--- src/rtl/hello_scroll_pkg.sv ---
// Shared types and constants for the HELO scrolling display.
// Character codes, modes, FSM states and segment patterns.
package hello_scroll_pkg;

  typedef logic [2:0] char_t;

  localparam char_t CH_BLANK = 3'd0;
  localparam char_t CH_H     = 3'd1;
  localparam char_t CH_E     = 3'd2;
  localparam char_t CH_L     = 3'd3;
  localparam char_t CH_O     = 3'd4;

  typedef enum logic [1:0] {
    MODE_HOLD  = 2'b00,
    MODE_LEFT  = 2'b01,
    MODE_RIGHT = 2'b10,
    MODE_BLINK = 2'b11
  } mode_t;

  typedef enum logic {
    S_BLANK = 1'b0,
    S_SHOW  = 1'b1
  } state_t;

  // Vector bit 0 = seg a ... bit 6 = seg g, 0 = lit
  localparam logic [6:0] SEG_BLANK = 7'b1111111;
  localparam logic [6:0] SEG_H     = 7'b0001001;
  localparam logic [6:0] SEG_E     = 7'b0000110;
  localparam logic [6:0] SEG_L     = 7'b1000111;
  localparam logic [6:0] SEG_O     = 7'b1000000;

endpackage

--- src/rtl/hello_scroll_display_seg7_char_lut.sv ---
// Character code to active-low 7-segment pattern.
// Ports: i_char (code), o_seg (bit 0 = a .. bit 6 = g).
module seg7_char_lut
  import hello_scroll_pkg::*;
(
  input  char_t      i_char,
  output logic [6:0] o_seg
);

  always_comb begin
    o_seg = SEG_BLANK;
    unique case (1'b1)
      (i_char == CH_H): o_seg = SEG_H;
      (i_char == CH_E): o_seg = SEG_E;
      (i_char == CH_L): o_seg = SEG_L;
      (i_char == CH_O): o_seg = SEG_O;
      default:          o_seg = SEG_BLANK;
    endcase
  end

endmodule

--- src/rtl/hello_scroll_display.sv ---
// Scrolling/blinking HELO message on NUM_DIGITS 7-seg digits.
// Ports: Clock, Resetn, Load, Msg, Mode, Enable -> Hex, Wrap.
module hello_scroll_display
  import hello_scroll_pkg::*;
#(
  parameter int NUM_DIGITS = 6,
  parameter int MSG_LEN    = 8,
  parameter int TICK_DIV   = 25000000
) (
  input  logic                    Clock,
  input  logic                    Resetn,
  input  logic                    Load,
  input  logic [3*MSG_LEN-1:0]    Msg,
  input  logic [1:0]              Mode,
  input  logic                    Enable,
  output logic [7*NUM_DIGITS-1:0] Hex,
  output logic                    Wrap
);

  localparam int PW = $clog2(MSG_LEN);
  localparam int CW = $clog2(TICK_DIV);

  char_t                   r_buf [MSG_LEN];
  logic [PW-1:0]           r_ptr;
  logic [CW-1:0]           r_cnt;
  logic                    r_phase;
  state_t                  r_state;
  logic [7*NUM_DIGITS-1:0] r_hex;
  logic                    r_wrap_d;
  logic                    r_wrap;

  mode_t                   w_mode;
  logic                    w_tick;
  logic                    w_wrap;
  logic [6:0]              w_seg [NUM_DIGITS];
  logic [7*NUM_DIGITS-1:0] w_hex_nxt;

  assign w_mode = mode_t'(Mode);

  assign w_tick = (r_state == S_SHOW) && Enable &&
                  (r_cnt == CW'(TICK_DIV - 1));

  assign w_wrap = w_tick &&
    ((w_mode == MODE_LEFT  && r_ptr == PW'(MSG_LEN - 1)) ||
     (w_mode == MODE_RIGHT && r_ptr == '0));

  // Window index: one conditional subtract suffices since
  // ptr + offset < 2*MSG_LEN.
  for (genvar g = 0; g < NUM_DIGITS; g++) begin : g_dig
    localparam int OFF = NUM_DIGITS - 1 - g;
    logic [PW:0]   w_sum;
    logic [PW-1:0] w_idx;

    assign w_sum = {1'b0, r_ptr} + (PW+1)'(OFF);
    assign w_idx = (w_sum >= (PW+1)'(MSG_LEN))
                 ? PW'(w_sum - (PW+1)'(MSG_LEN))
                 : w_sum[PW-1:0];

    seg7_char_lut u_lut (
      .i_char (r_buf[w_idx]),
      .o_seg  (w_seg[g])
    );
  end

  always_comb begin
    w_hex_nxt = '1;
    if (r_state == S_SHOW && !r_phase) begin
      for (int d = 0; d < NUM_DIGITS; d++) begin
        w_hex_nxt[7*d +: 7] = w_seg[d];
      end
    end
  end

  always_ff @(posedge Clock or negedge Resetn) begin
    if (!Resetn) begin
      for (int i = 0; i < MSG_LEN; i++) begin
        r_buf[i] <= CH_BLANK;
      end
      r_ptr    <= '0;
      r_cnt    <= '0;
      r_phase  <= 1'b0;
      r_state  <= S_BLANK;
      r_hex    <= '1;
      r_wrap_d <= 1'b0;
      r_wrap   <= 1'b0;
    end else begin
      r_hex  <= w_hex_nxt;
      // Delayed so the pulse lines up with the Hex update
      r_wrap <= r_wrap_d;
      if (Load) begin
        for (int i = 0; i < MSG_LEN; i++) begin
          r_buf[i] <= Msg[3*i +: 3];
        end
        r_ptr    <= '0;
        r_cnt    <= '0;
        r_phase  <= 1'b0;
        r_wrap_d <= 1'b0;
        r_state  <= S_SHOW;
      end else begin
        r_wrap_d <= w_wrap;
        if (r_state == S_SHOW && Enable) begin
          r_cnt <= w_tick ? '0 : r_cnt + 1'b1;
        end
        if (w_mode != MODE_BLINK) begin
          r_phase <= 1'b0;
        end else if (w_tick) begin
          r_phase <= ~r_phase;
        end
        if (w_tick) begin
          unique case (w_mode)
            MODE_LEFT:
              r_ptr <= (r_ptr == PW'(MSG_LEN - 1))
                     ? '0 : r_ptr + 1'b1;
            MODE_RIGHT:
              r_ptr <= (r_ptr == '0)
                     ? PW'(MSG_LEN - 1) : r_ptr - 1'b1;
            MODE_HOLD, MODE_BLINK: ;
            default: ;
          endcase
        end
      end
    end
  end

  assign Hex  = r_hex;
  assign Wrap = r_wrap;

endmodule
--- config.mk ---
export PLATFORM = sky130hd
export DESIGN_NAME = hello_scroll_display
export DESIGN_NICKNAME = d
export VERILOG_FILES = /design/src/rtl/hello_scroll_pkg.sv /design/src/rtl/hello_scroll_display_seg7_char_lut.sv /design/src/rtl/hello_scroll_display.sv
export SDC_FILE = /design/constraint.sdc
export NUM_CORES = 1
export LEC_CHECK = 0
export ABC_AREA = 1
export BUFFER_PORTS_ARGS = -buffer_cell sky130_fd_sc_hd__clkbuf_2
export CAP_MARGIN = 30
export CORE_ASPECT_RATIO = 1.25
export CORE_UTILIZATION = 45
export CTS_CLUSTER_SIZE = 20
export DETAILED_ROUTE_END_ITERATION = 10
export PLACE_DENSITY = 0.71
export SLEW_MARGIN = 20
export SYNTH_ARGS = -nofsm -noshare
export SYNTH_HDL_FRONTEND = slang
export SYNTH_HIERARCHICAL = 1
export SYNTH_SLANG_ARGS = --single-unit
export TNS_END_PERCENT = 5
--- constraint.sdc ---
create_clock -name Clock -period 3.6 [get_ports Clock]
set_clock_uncertainty 0.05 [all_clocks]
set_input_delay 0.18 -clock Clock [delete_from_list [all_inputs] [get_ports Clock]]
set_output_delay 0.18 -clock Clock [all_outputs]
set_load 0.01 [all_outputs]
==> impl_summary.md, run 1 <==
Global routing
For this run the aggregate overflow at the end of global routing stands at 0. The first global-routing pass estimated between 20000 and 25000 um of wire. The number of global-route vias before repair is 4560. The initial antenna violation count was 0.

Entering global routing, the biggest net connects 73 pins. The overall fraction of global-route tracks in use is 0.208.

Synthesis
After synthesis, the cell types taking the most area are sky130_fd_sc_hd__dfrtp_1 (24%), sky130_fd_sc_hd__dfstp_2 (19%), sky130_fd_sc_hd__nand2_1 (16%), sky130_fd_sc_hd__inv_1 (7.2%), sky130_fd_sc_hd__o21ai_0 (6.0%). The count of yosys warnings during synthesis is 6. Of the synthesized area, sequential elements account for 0.438.

The area share of xor/xnor cells in the synthesized design is 0.00766. The mux cell area share after synthesis is 0. The mean post-synth cell area is 7.14 um^2. In this run the cell area of the synthesized design comes to 5720 um^2. The library cell with the highest instance count after synthesis is sky130_fd_sc_hd__nand2_1. Of the total synthesized cell area, the portion taken by full adders, half adders and majority gates is 0.0131. The dominant cell type by area after synthesis is sky130_fd_sc_hd__dfrtp_1. By count the netlist is led by sky130_fd_sc_hd__nand2_1 (249), sky130_fd_sc_hd__inv_1 (110), sky130_fd_sc_hd__o21ai_0 (69), sky130_fd_sc_hd__nor2_1 (66), sky130_fd_sc_hd__dfrtp_1 (56). By area, the combinational part of the netlist is dominated by simple AND/OR/NAND/NOR gates. The area fraction in compound gates after synthesis was 0.115. The area share of the leading cell type in the synthesized netlist is 0.245. Of the total synthesized cell area, the portion taken by AND, OR, NAND and NOR gates is 0.299. The number of nets handed over by synthesis was 837. The number of different library cells used by synthesis comes to 39.

Synthesis produced about 800 cells. The most common flop cell mapped by yosys is sky130_fd_sc_hd__dfrtp_1. In this run, synthesis produced a sequential element count of 98. The count of flip-flops with a built-in enable after synthesis is 0. Counting flops with an async set or reset pin after synthesis yields a share of 1.00.

Routing
In the routed layout, each cell is associated on average with a via count of 4.83. After the first detailed-routing iteration, the DRC count stood at 307. The final routed DRC violation total is 0. The detailed-router iteration count before antenna repair is 8. The mean routed wirelength per cell is 12.0 um.

In this run the remaining antenna-violating nets after routing total 0. Wires add up to 12600 um. The via count of the routed design is 5033.

Timing
The final max-slew violation count is 0. The maximum clock frequency is between 300 and 400 MHz. The total count of hold-check failures in the final report came to 0. Headroom to the max-slew limit came out at 0.585.

The transition time at the pin with the least slew margin is 0.614 ns. Setup repair after global routing left no endpoint under its margin. The clock period minus worst slack is 2.88 ns. The setup TNS after final layout is 0 ns. Setup violations remaining at the end of the flow were counted as 0.

In the finished design, the share of the clock period the worst path needs comes to 0.800.

Critical path
Across all register-to-register paths, the minimum setup slack is slightly above 0.7 ns. The endpoint identified for the worst register-to-register timing path is Hex[2]$_DFF_PN1_. The launching element type of the critical path is a register.

The category of the worst setup path capture point is a register. The worst reg2reg path depth is 11. The start of the worst register-to-register path is r_ptr[1]$_DFFE_PN0P_. At the worst endpoint, the arrival time is roughly 3.1 ns. The startpoint of the most critical setup path is r_ptr[1]$_DFFE_PN0P_.

The data required time of the worst path is 3.84 ns. The category of the critical setup timing path is reg2reg. The top fanout value on the critical path is 25. Following the worst setup path forward leads to its endpoint at Hex[2]$_DFF_PN1_.

Clocking
At the later pin of the worst-skew pair, clock insertion delay measures 0.35 ns. The clock net sink count is a little under 100. CTS built an H-tree with a depth of 3. The post-CTS resize count is 0.

Clock-pin slew was measured on the worst setup and hold paths at 0.07 ns. The library cell used as clock root buffer is sky130_fd_sc_hd__clkbuf_16. TritonCTS built the clock tree. The setup fix buffers added after clock tree synthesis is 0. The total CTS buffers is 9.

The number of hold buffers added after cts is 19. No sink is reached through more buffers than the 2 on the longest clock path.

Finish
The number of filler cells placed in the layout is 1209. The utilization of the core after routing is 0.541. The total number of nets in the final design is 909. The footprint of the flip-flops and latches is 2500 um^2. The area of the multi-input gates is approximately 2500 um^2. The antenna diode count is 0. The area overhead of the layout relative to synthesis is 16.0%. Of the cells placed in the final design, the portion with a size suffix greater than 1 is 0.219.

Pwr
The total internal power is 0.00201 W. The portion of total power attributed to sequential cells is 0.468. Of the total power, the share spent switching nets is 0.281.

The net switching power is around 0.0008 W. The worst-case IR drop observed on VDD is 242 uV. The analysis attributes to cell leakage a power of 3.35 nW. The clock network power share is 0.352. The part of the power in combinational logic is 0.180. In this run the power density over the cells is 421 nW/um^2.

Outcome
The flow ran to the end, and the final reports show no timing, DRC or antenna violations.

Placement
The number of port buffers is 72. The detailed placer's ending HPWL is 9260 um. At the end of routability-driven placement, the weighted congestion stood at roughly 0.91.

Floorplanning
The total die area is ~13000 um^2. Measured along the y axis, the die boundary spans approximately 130 um. The initial utilization of the core area, before any placement, comes to 0.466. The area inside the core boundary is between 10000 and 15000 um^2. The number of primary I/O pins is 73. From left edge to right edge, the die measures approximately 100 um. The number of core rows is 45.

Run
The max-cap violation count is 0.

Worst hold path
The type of the tightest min-delay check is in2reg.
[through the flow]
stage               area (um^2)  power (W)  hold WS, ns  instances  setup WS (ns)
global route               6640    0.00297      0.00577       1042          0.378
detailed placement         6120    0.00182        0.299       1006          0.758
finish                     6640    0.00280      0.00589       1042          0.721
global placement           6120    0.00181        0.283       1006          0.855
floorplan                  5720    0.00167       -0.166        801          0.999
CTS                        6620    0.00282     0.000862       1041          0.757
[per-layer routing]
metal  track usage  vias to the layer above  part of all wire
li1              -                     2612                 -
met1         0.260                     2296              0.45
met2         0.347                      107              0.50
met3        0.0398                       18             0.032
met4        0.0886                        0             0.019
met5             0                        -                 0
[worst max-delay path, stage by stage (launching register included)]
cell                      delay [ns]
sky130_fd_sc_hd__dfrtp_1        0.56
sky130_fd_sc_hd__inv_1          0.25
sky130_fd_sc_hd__ha_1           0.34
sky130_fd_sc_hd__inv_1          0.41
sky130_fd_sc_hd__o21ai_0        0.23
sky130_fd_sc_hd__o21ai_0        0.44
sky130_fd_sc_hd__nor2_1         0.11
sky130_fd_sc_hd__nand2_1        0.08
sky130_fd_sc_hd__nand2_1        0.07
sky130_fd_sc_hd__o21ai_1        0.17
sky130_fd_sc_hd__inv_1          0.05
sky130_fd_sc_hd__nand2_1        0.06
[registers in the layout, summed over array words and instances, names as in the netlist]
signal / flops
r_wrap_d: 1
Wrap: 1
r_state: 1
r_phase: 1
Hex: 42
r_cnt: 25
r_ptr: 3
r_buf: 24
[final cells by class]
class / instances / share of cell area
Multi-Input combinational cell: 533 / 0.376
Clock buffer: 12 / 0.0420
Clock inverter: 4 / 0.00452
Timing Repair Buffer: 100 / 0.0954
Sequential cell: 98 / 0.377
Inverter: 131 / 0.0741
Tap cell: 164 / 0.0309
[cells by family (layout without fill, tap and decap cells)]
| logic type | after synthesis | count (layout) |
|---|---|---|
| AO/OA/AOI/OAI | 121 | 121 |
| XOR/XNOR | 5 | 5 |
| adder cells (fa/ha/maj) | 6 | 6 |
| buffers and inverters | 170 | 247 |
| flip-flops | 98 | 98 |
| AND/OR/NAND/NOR | 401 | 401 |
[power by group through the flow]
stage               Clock (W)  Sequential, W  Combinational, W
detailed placement          0        0.00133          0.000490
floorplan                   0        0.00137          0.000299
global route          0.00106        0.00132          0.000586
CTS                   0.00101        0.00131          0.000507
finish               0.000985        0.00131          0.000504
global placement            0        0.00133          0.000481
[worst min path at each step]
stage                     slack, ns               start  cells past startpoint                    end
after floorplan               -0.17              Resetn                      0         Wrap$_DFF_PN0_
after CTS                    0.0009             Msg[20]                      3   r_buf[5]$_DFFE_PN0P_
final                         0.006              Msg[9]                      3  r_buf[12]$_DFFE_PN0P_
after detailed placement       0.30  r_wrap_d$_DFF_PN0_                      0         Wrap$_DFF_PN0_
after global routing          0.006              Msg[9]                      3  r_buf[12]$_DFFE_PN0P_
after global placement         0.28  r_wrap_d$_DFF_PN0_                      0         Wrap$_DFF_PN0_
[placed cells by master, fill, tap and decap left out, types with 2 or more instances in the layout]
cell type	instances
sky130_fd_sc_hd__a31oi_1	3
sky130_fd_sc_hd__dfrtp_1	56
sky130_fd_sc_hd__nor2_4	3
sky130_fd_sc_hd__clkbuf_2	71
sky130_fd_sc_hd__a21oi_1	13
sky130_fd_sc_hd__o21ai_1	18
sky130_fd_sc_hd__a22oi_1	7
sky130_fd_sc_hd__buf_4	9
sky130_fd_sc_hd__nor2_2	9
sky130_fd_sc_hd__and3_1	2
sky130_fd_sc_hd__nor3_2	5
sky130_fd_sc_hd__inv_2	21
sky130_fd_sc_hd__nand2_1	249
sky130_fd_sc_hd__o311ai_0	3
sky130_fd_sc_hd__nor2_1	65
sky130_fd_sc_hd__inv_1	110
sky130_fd_sc_hd__xor2_1	4
sky130_fd_sc_hd__nand4_1	7
sky130_fd_sc_hd__ha_1	6
sky130_fd_sc_hd__o211ai_1	3
sky130_fd_sc_hd__o21ai_0	69
sky130_fd_sc_hd__clkbuf_16	11
sky130_fd_sc_hd__nand2_2	12
sky130_fd_sc_hd__dfstp_2	42
sky130_fd_sc_hd__nand3_1	35
sky130_fd_sc_hd__dlygate4sd3_1	19
sky130_fd_sc_hd__clkinv_2	2
sky130_fd_sc_hd__nor3_1	10
No activity file was read; power rests on OpenSTA's default activity.
==> run 2: changes to the inputs <==
==> constraint.sdc (replaced) <==
create_clock -name Clock -period 2.9 [get_ports Clock]
set_clock_uncertainty 0.05 [all_clocks]
set_input_delay 0.145 -clock Clock [delete_from_list [all_inputs] [get_ports Clock]]
set_output_delay 0.145 -clock Clock [all_outputs]
set_load 0.01 [all_outputs]
==> run 2 against run 1 <==
Against the previous run:
- clock-buffer cell count shrank 2
- final cell count increased by 0.77%
- utilization up 0.61 points
- design area rose by 1.1%
- power up 24%
- die area did not move
- non-clock buffer count up 8
- maximum frequency increased by 14%
- register-to-register slack got worse by 0.36 ns
- critical path depth did not move
- setup slack worse by 0.36 ns
- sequential share of layout area is 0.42 points lower
- critical endpoint is now Hex[1]$_DFF_PN1_
==> impl_summary.md, run 2 (synthesis results as in run 1) <==
Clocking
Clock latency on the worst-skew pair, taken at its later pin, is 0.35 ns. Clock tree synthesis selected as its root buffer the cell sky130_fd_sc_hd__clkbuf_16. In this run the deepest clock path goes through 2 buffers. Post-CTS timing repair inserted 0 buffers for setup.

Clock-pin slew was measured on the worst setup and hold paths at 0.07 ns. TritonCTS built the clock tree. For this design, the sink count on the clock tree is 98. The total CTS buffers is 9.

The post-CTS resize count is 0. The number of hold buffers added after cts is 25. The level count of the clock H-tree is 3.

Timing
In the finished design, the share of the clock period the worst path needs comes to 0.874. The setup TNS after final layout is 0 ns. Measured against its own limit, the worst slew margin works out to 0.417.

The maximum clock frequency is a little under 400 MHz. Hold is met by 0.145 ns. Setup repair after global routing left no endpoint under its margin.

Subtracting the final worst setup slack from the clock period gives 2.53 ns. The final max-slew violation count was 0. Setup violations remaining at the end of the flow were counted as 0. The total count of hold-check failures in the final report came to 0. At the pin with the least slew margin, the transition time is 0.863 ns.

Finish
The utilization of the core after routing is 0.547. The area of all placed cells without fillers is between 6000 and 7000 um^2. The antenna diode count is 0. The area overhead of the layout relative to synthesis is 17.3%. The number of standard cells in the final layout excluding fillers is 1050. The most common cell after layout, fill and taps aside is sky130_fd_sc_hd__nand2_1. In the layout the commonest cells are sky130_fd_sc_hd__nand2_1 (249), sky130_fd_sc_hd__inv_1 (110), sky130_fd_sc_hd__clkbuf_2 (71). Fill cells in the final layout number 1199. The fraction of layout instances using a drive strength above 1 is 0.220. The total number of nets in the final design is 917. The register with the most flip-flops in the layout has 42 of them.

Critical path
On the worst path, the slowest cell contributes a delay of 0.43 ns. The category of the critical setup timing path is reg2reg. At the worst endpoint, the required time is 3.14 ns. STA classifies the critical path startpoint as a register.

The startpoint of the most critical setup path is r_ptr[0]$_DFFE_PN0P_. The critical-path cell with the highest stage delay is sky130_fd_sc_hd__o21ai_0. The category of the worst setup path capture point is a register. The kind of cell with the highest combined delay on the critical path is compound AO/OA/AOI/OAI gates. STA puts the critical path data arrival time at between 2 and 3 ns. The critical path contains buffers and inverters numbering 3 combined.

The signal on the critical path passes through inv_1 > ha_1 > inv_1 > o21ai_0 > o21ai_0 > nor2_1 > nand2_1 > nand2_1 > o21ai_1 > inv_1 > nand2_1. The top fanout value on the critical path is 25. In this run the critical register-to-register path is launched from r_ptr[0]$_DFFE_PN0P_.

Routing
After detailed routing, the average wire length per cell comes to 11.9 um. The count of nets left with antenna violations once routing finished came out at 0. For this run, the detailed router's first-pass iteration total came to 5. In the routed layout, each cell is associated on average with a via count of 4.79. The via count of the routed design is 5030. In this run, the number of DRC markers left after iteration 0 of detailed routing was 363. The routed wire length is 12500 um. The final routed DRC violation total is 0.

Placement
The number of port buffers is 72. At the end of routability-driven placement, the weighted congestion stood at 0.890. The detailed placer's ending HPWL is between 9000 and 10000 um. The cell area after placement is just over 6000 um^2. Once placement completed, the tool counted placed cells totaling 1009.

Outcome
The run finished with clean final reports.

Floorplanning
The number of primary I/O pins is 73. The die is 103 um wide. The initial utilization of the core area, before any placement, comes to 0.466. The area inside the core boundary is roughly 12000 um^2.

Measured along the y axis, the die boundary spans 128 um. The number of core rows is 45. The total die area is 13200 um^2.

Pwr
IR analysis of the VDD net gives a maximum drop of 316 uV. The power density of the placed cells is between 500 and 600 nW/um^2. The static leakage power is 3.38 nW.

Global routing
The maximum number of pins on one net before global-route repair is 58. The number of global-route vias before repair was 4600. In the global route stage, overall resource usage came out at 0.208. The initial antenna violation count was 0.

For this run the aggregate overflow at the end of global routing stands at 0. The first-pass GRT wire length is 21200 um.

Worst hold path
The worst hold path begins at Mode[0]. The path class of the tightest hold or removal check is in2reg.

Run
The max-cap violation count is 0.
-- run 2: changes by cell type in the layout (fill, tap and decap cells not counted), sizes merged --
cell         previous run  this run
clkbuf                 83        81
clkinvlp                0         1
clkinv                  2         3
buf                    10        12
dlygate4sd3            19        25
-- run 2: cell type report --
| type | instances | area (um^2) | share of cell area |
|---|---|---|---|
| sequential | 98 | 2500 | 0.373 |
| multi-input combinational | 533 | 2490 | 0.371 |
| timing repair buffer | 108 | 708 | 0.106 |
| inverter | 131 | 492 | 0.0733 |
| clock buffer | 10 | 250 | 0.0373 |
| tap | 164 | 205 | 0.0306 |
| clock inverter | 6 | 58.8 | 0.00876 |
-- run 2: per-layer routing --
layer | GRT usage | vias up | wire length (um)
li1 | - | 2630 | -
met1 | 0.269 | 2263 | 5600
met2 | 0.350 | 118 | 6140
met3 | 0.0311 | 19 | 529
met4 | 0.0737 | 0 | 255
met5 | 0 | - | 0
-- run 2: worst register-to-register path, cell delays in order (launching register included) --
cell                      delay [ns]
sky130_fd_sc_hd__dfrtp_1        0.37
sky130_fd_sc_hd__inv_1          0.08
sky130_fd_sc_hd__ha_1           0.31
sky130_fd_sc_hd__inv_1          0.42
sky130_fd_sc_hd__o21ai_0        0.24
sky130_fd_sc_hd__o21ai_0        0.43
sky130_fd_sc_hd__nor2_1         0.12
sky130_fd_sc_hd__nand2_1        0.08
sky130_fd_sc_hd__nand2_1        0.08
sky130_fd_sc_hd__o21ai_1        0.18
sky130_fd_sc_hd__inv_1          0.06
sky130_fd_sc_hd__nand2_1        0.06
-- run 2: path summary, 6_finish.rpt --
path,end,slack (ns),depth (start not counted)
min reg2reg,Wrap$_DFF_PN0_,0.29,0
max in group asynchronous,Hex[17]$_DFF_PN1_,1.68,3
min in group asynchronous,r_cnt[13]$_DFFE_PN0P_,0.35,2
max reg2reg,Hex[1]$_DFF_PN1_,0.37,11
max,Hex[1]$_DFF_PN1_,0.37,11
min,r_wrap_d$_DFF_PN0_,0.14,3
-- run 2: power breakdown --
| part | internal [W] | switching (W) |
|---|---|---|
| Sequential | 0.00157 | 0.0000475 |
| Clock | 0.000651 | 0.000561 |
| Combinational | 0.000237 | 0.000395 |
-- run 2: through the flow --
stage / worst slack (ns) / total power [W]
after floorplan: 0.299 / 0.00207
after global placement: 0.526 / 0.00224
after detailed placement: 0.408 / 0.00226
after CTS: 0.390 / 0.00349
after global routing: 0.0627 / 0.00365
final: 0.366 / 0.00346
==> run 3: changes to the inputs <==
--- a/config.mk
+++ b/config.mk
@@ -5,7 +5,6 @@
 export SDC_FILE = /design/constraint.sdc
 export NUM_CORES = 1
 export LEC_CHECK = 0
-export ABC_AREA = 1
 export BUFFER_PORTS_ARGS = -buffer_cell sky130_fd_sc_hd__clkbuf_2
 export CAP_MARGIN = 30
 export CORE_ASPECT_RATIO = 1.25
==> run 3 against run 2 <==
Against the previous run:
- clock-buffer cell count increased by 3
- routed wire length shrank 13%
- clock power about the same
- via count decreased by 27%
- sequential power barely moved
- first-iteration DRC count fell by 58%
- critical path depth decreased by 3
- global-route usage is 1.9 points lower
- sequential share of layout area grew 1.9 points
- maximum frequency down 5.3%
- critical path type unchanged
==> impl_summary.md, run 3 <==
Outcome
The flow ran to the end, and the final reports show no timing, DRC or antenna violations.

Routing
The highest layer touched by signal routing is met4. Once detail routing completed, the nets flagged for antenna violations numbered 0. Using the TritonRoute via totals, the vias-per-cell ratio works out to 5.23.

The met2 routed wirelength is between 5000 and 6000 um. The wire length on met3 is roughly 430 um. After detailed routing, the wire length on met1 is 4330 um. Before antenna repair, the detailed router went through 4 iterations. Summed over all layers, the routed wires come to between 10000 and 15000 um.

In the routed design, unresolved DRC markers number 0. In this run, the number of DRC markers left after iteration 0 of detailed routing was ~150. The via count of the routed design is 3689. The mean routed wirelength per cell is 15.4 um.

Synthesis
The mean post-synth cell area is 11.8 um^2. The synthesized design contains 98 register bits. The count of different cell masters after synthesis is 47. The count of yosys warnings during synthesis is 6. The largest total area in the synthesized netlist belongs to sky130_fd_sc_hd__dfrtp_1. Of the post-synthesis cell area, the dominant cell type holds 0.257.

The number of nets produced by synthesis is 500. The share of the Yosys chip area taken by registers is 0.459. The cell area that synthesis handed to floorplanning was 5450 um^2.

The async set-reset flop share out of synthesis is 1.00. In the synthesized netlist, the number of instances is 464. In the post-synthesis netlist, the biggest area contributors are sky130_fd_sc_hd__dfrtp_1 (26%), sky130_fd_sc_hd__dfstp_2 (20%), sky130_fd_sc_hd__mux4_2 (9.9%), sky130_fd_sc_hd__mux2_2 (8.3%), sky130_fd_sc_hd__nand2b_1 (6.9%). Yosys instantiated no cell more often than sky130_fd_sc_hd__nand2b_1. The most used flip-flop cell after synthesis is sky130_fd_sc_hd__dfrtp_1. The count of flip-flops with a built-in enable after synthesis is 0.

By count the netlist is led by sky130_fd_sc_hd__nand2b_1 (60), sky130_fd_sc_hd__dfrtp_1 (56), sky130_fd_sc_hd__dfstp_2 (42), sky130_fd_sc_hd__mux2_2 (40), sky130_fd_sc_hd__nor2_1 (34).

Critical path
In this run the critical register-to-register path is captured at Hex[18]$_DFF_PN1_. By startpoint and endpoint, the worst setup path is classified as reg2reg. The worst register-to-register path has a depth of 8.

For this design, the slowest cell found on the critical path is sky130_fd_sc_hd__xnor2_1. The launching element type of the critical path is a register. Walking the worst path, the cells encountered are inv_1 > ha_1 > xnor2_1 > mux4_2 > mux2_2 > nor2_1 > xor2_1 > nand2b_1. STA classifies the critical path endpoint as a register.

In this run the worst path has a maximum fanout of 7. In this run the critical register-to-register path is launched from r_ptr[1]$_DFFE_PN0P_. The delay of the slowest critical-path stage is 0.67 ns. The data required time of the worst path is 3.13 ns. Setup slack on the worst reg-to-reg path comes out at 0.22 ns. STA puts the critical path data arrival time at 2.91 ns. Together, buffers and inverters on the worst path number 1. The kind of cell with the highest combined delay on the critical path is XOR/XNOR gates.

Global routing
The initial antenna violation count came to 0. Entering global routing, the biggest net connects 53 pins. The overall fraction of global-route tracks in use is 0.189. The first-pass GRT wire length is 18400 um. The remaining global-route overflow is 0. The number of global-route vias before repair is roughly 3800.

Finish
The area of the multi-input gates is between 2000 and 3000 um^2. At the end of the flow the core is filled with cells to 0.545. The number of filler cells placed in the layout is 1021. The area overhead of the layout relative to synthesis is 17.2%. The most common cell after layout, fill and taps aside is sky130_fd_sc_hd__clkbuf_2. Of the cells placed in the final design, the portion with a size suffix greater than 1 is 0.398. The footprint of the flip-flops and latches is 2500 um^2.

The antenna diode count is 0. The number of flip-flops under the largest register name is 42. The library cells used most frequently in the layout, excluding fill and tap cells, are sky130_fd_sc_hd__clkbuf_2 (71), sky130_fd_sc_hd__nand2b_1 (60), sky130_fd_sc_hd__dfrtp_1 (56). The total number of nets in the final design is 576.

Timing
The final max-slew violation count is 0. At the pin with the least slew margin, the transition time is 0.843 ns. Setup repair after global routing left no endpoint under its margin. The total count of hold-check failures in the final report is 0. The worst relative slew slack is 0.434. For the final routed database, the setup TNS stands at 0 ns.

The maximum clock frequency is 374 MHz. The worst hold slack is 0.00773 ns. After layout, the minimum clock period comes to 2.68 ns. Setup violations remaining at the end of the flow were counted as 0. The share of the clock period used by the worst path is 0.923.

Clocking
The clock insertion delay at the later pin of the skew report is 0.35 ns. The clock tree from TritonCTS is yes. The clock net sink count is 98. The longest clock path from root to sink contains 2 buffers. The H-tree generated during clock tree synthesis spans 3 levels. The library cell used as clock root buffer is sky130_fd_sc_hd__clkbuf_16. In this run the post-CTS setup repair buffer count came out at 0.

The clock transition time at the flip-flop clock pins of the worst setup and hold paths is roughly 0.06 ns. TritonCTS created 9 clock buffers. For this design, the CTS-stage hold fixing added 21 buffers. The post-CTS resize count is 0.

Floorplanning
The total die area is about 13000 um^2. The starting density of the core is 0.465. The initialized floorplan defines between 40 and 50 standard-cell rows. The total area inside the core boundary comes to around 12000 um^2.

Measured along the y axis, the die boundary spans 125 um. During I/O placement, the number of pins put on the boundary was 73. The die is 100 um wide.

Placement
The number of port buffers is 72. The placer congestion estimate is 0.850. Detailed placement finished with a half-perimeter wire length of 7860 um.

Worst hold path
The number of cells on the worst hold path is 2. The startpoint of the tightest hold check path is Msg[18]. For hold timing, the worst endpoint is r_buf[3]$_DFFE_PN0P_.

The tightest min-delay check is of the in2reg type.

Pwr
VDD sags by at most 246 uV. The power density of the placed cells is 534 nW/um^2. The static leakage power is roughly 2.7 nW.

Run
The max-cap violation count is 0.
-- run 3: cell types whose count changed after synthesis, sizes merged, moves of 7 or more --
cell / change
mux2: +40
nor2: -43
xnor2: +9
nand2: -238
mux4: +24
nand4: +7
nor3: -9
inv: -125
nand3: -24
o21ai: -84
xor2: +28
nand2b: +60
nor4: +8
-- run 3: cells by family after synthesis --
logic type	share of synthesized area
fa+ha+maj	0.0138
compound gates	0.0381
mux	0.193
simple gates	0.184
xor+xnor	0.0675
flops	0.459
buf+inv	0.0447
-- run 3: final cells by class --
type / count / area share
multi-input combinational: 323 / 0.423
sequential: 98 / 0.392
timing repair buffer: 102 / 0.102
clock buffer: 13 / 0.0440
tap: 161 / 0.0315
inverter: 6 / 0.00352
clock inverter: 3 / 0.00333
-- run 3: power breakdown --
part / internal [W] / switching, W
clock: 0.000681 / 0.000494
sequential: 0.00157 / 0.0000813
combinational: 0.000302 / 0.000281
-- run 3: worst register-to-register path: stages, from the launching register on --
cell and delay (ns):
sky130_fd_sc_hd__dfrtp_1 0.34, sky130_fd_sc_hd__inv_1 0.09, sky130_fd_sc_hd__ha_1 0.21, sky130_fd_sc_hd__xnor2_1 0.67
sky130_fd_sc_hd__mux4_2 0.42, sky130_fd_sc_hd__mux2_2 0.33, sky130_fd_sc_hd__nor2_1 0.20, sky130_fd_sc_hd__xor2_1 0.18
sky130_fd_sc_hd__nand2b_1 0.12
-- run 3: through the flow --
step / total power (W) / std cells / worst slack [ns] / cell area, um^2
final: 0.00341 / 706 / 0.223 / 6390
after global routing: 0.00359 / 706 / 0.0189 / 6390
after CTS: 0.00345 / 706 / 0.223 / 6390
after detailed placement: 0.00225 / 669 / 0.237 / 5880
after global placement: 0.00223 / 669 / 0.409 / 5880
after floorplan: 0.00207 / 464 / 0.00919 / 5450
-- run 3: how the worst max path moves through the flow --
stage | startpoint | endpoint | slack [ns] | cells after the start
2_1_floorplan | r_ptr[1]$_DFFE_PN0P_ | Hex[16]$_DFF_PN1_ | 0.009 | 11
3_3_place_gp | r_ptr[1]$_DFFE_PN0P_ | Hex[19]$_DFF_PN1_ | 0.41 | 8
3_5_place_dp | r_ptr[1]$_DFFE_PN0P_ | Hex[19]$_DFF_PN1_ | 0.24 | 8
4_1_cts | r_ptr[1]$_DFFE_PN0P_ | Hex[18]$_DFF_PN1_ | 0.22 | 8
5_1_grt | r_ptr[1]$_DFFE_PN0P_ | Hex[19]$_DFF_PN1_ | 0.02 | 8
6_report | r_ptr[1]$_DFFE_PN0P_ | Hex[18]$_DFF_PN1_ | 0.22 | 8
-- run 3: layer usage --
| metal | vias to the layer above | GRT usage |
|---|---|---|
| met4 | 0 | 0.0878 |
| met1 | 1814 | 0.212 |
| met2 | 96 | 0.330 |
| met5 | - | 0 |
| met3 | 18 | 0.0497 |
| li1 | 1761 | - |
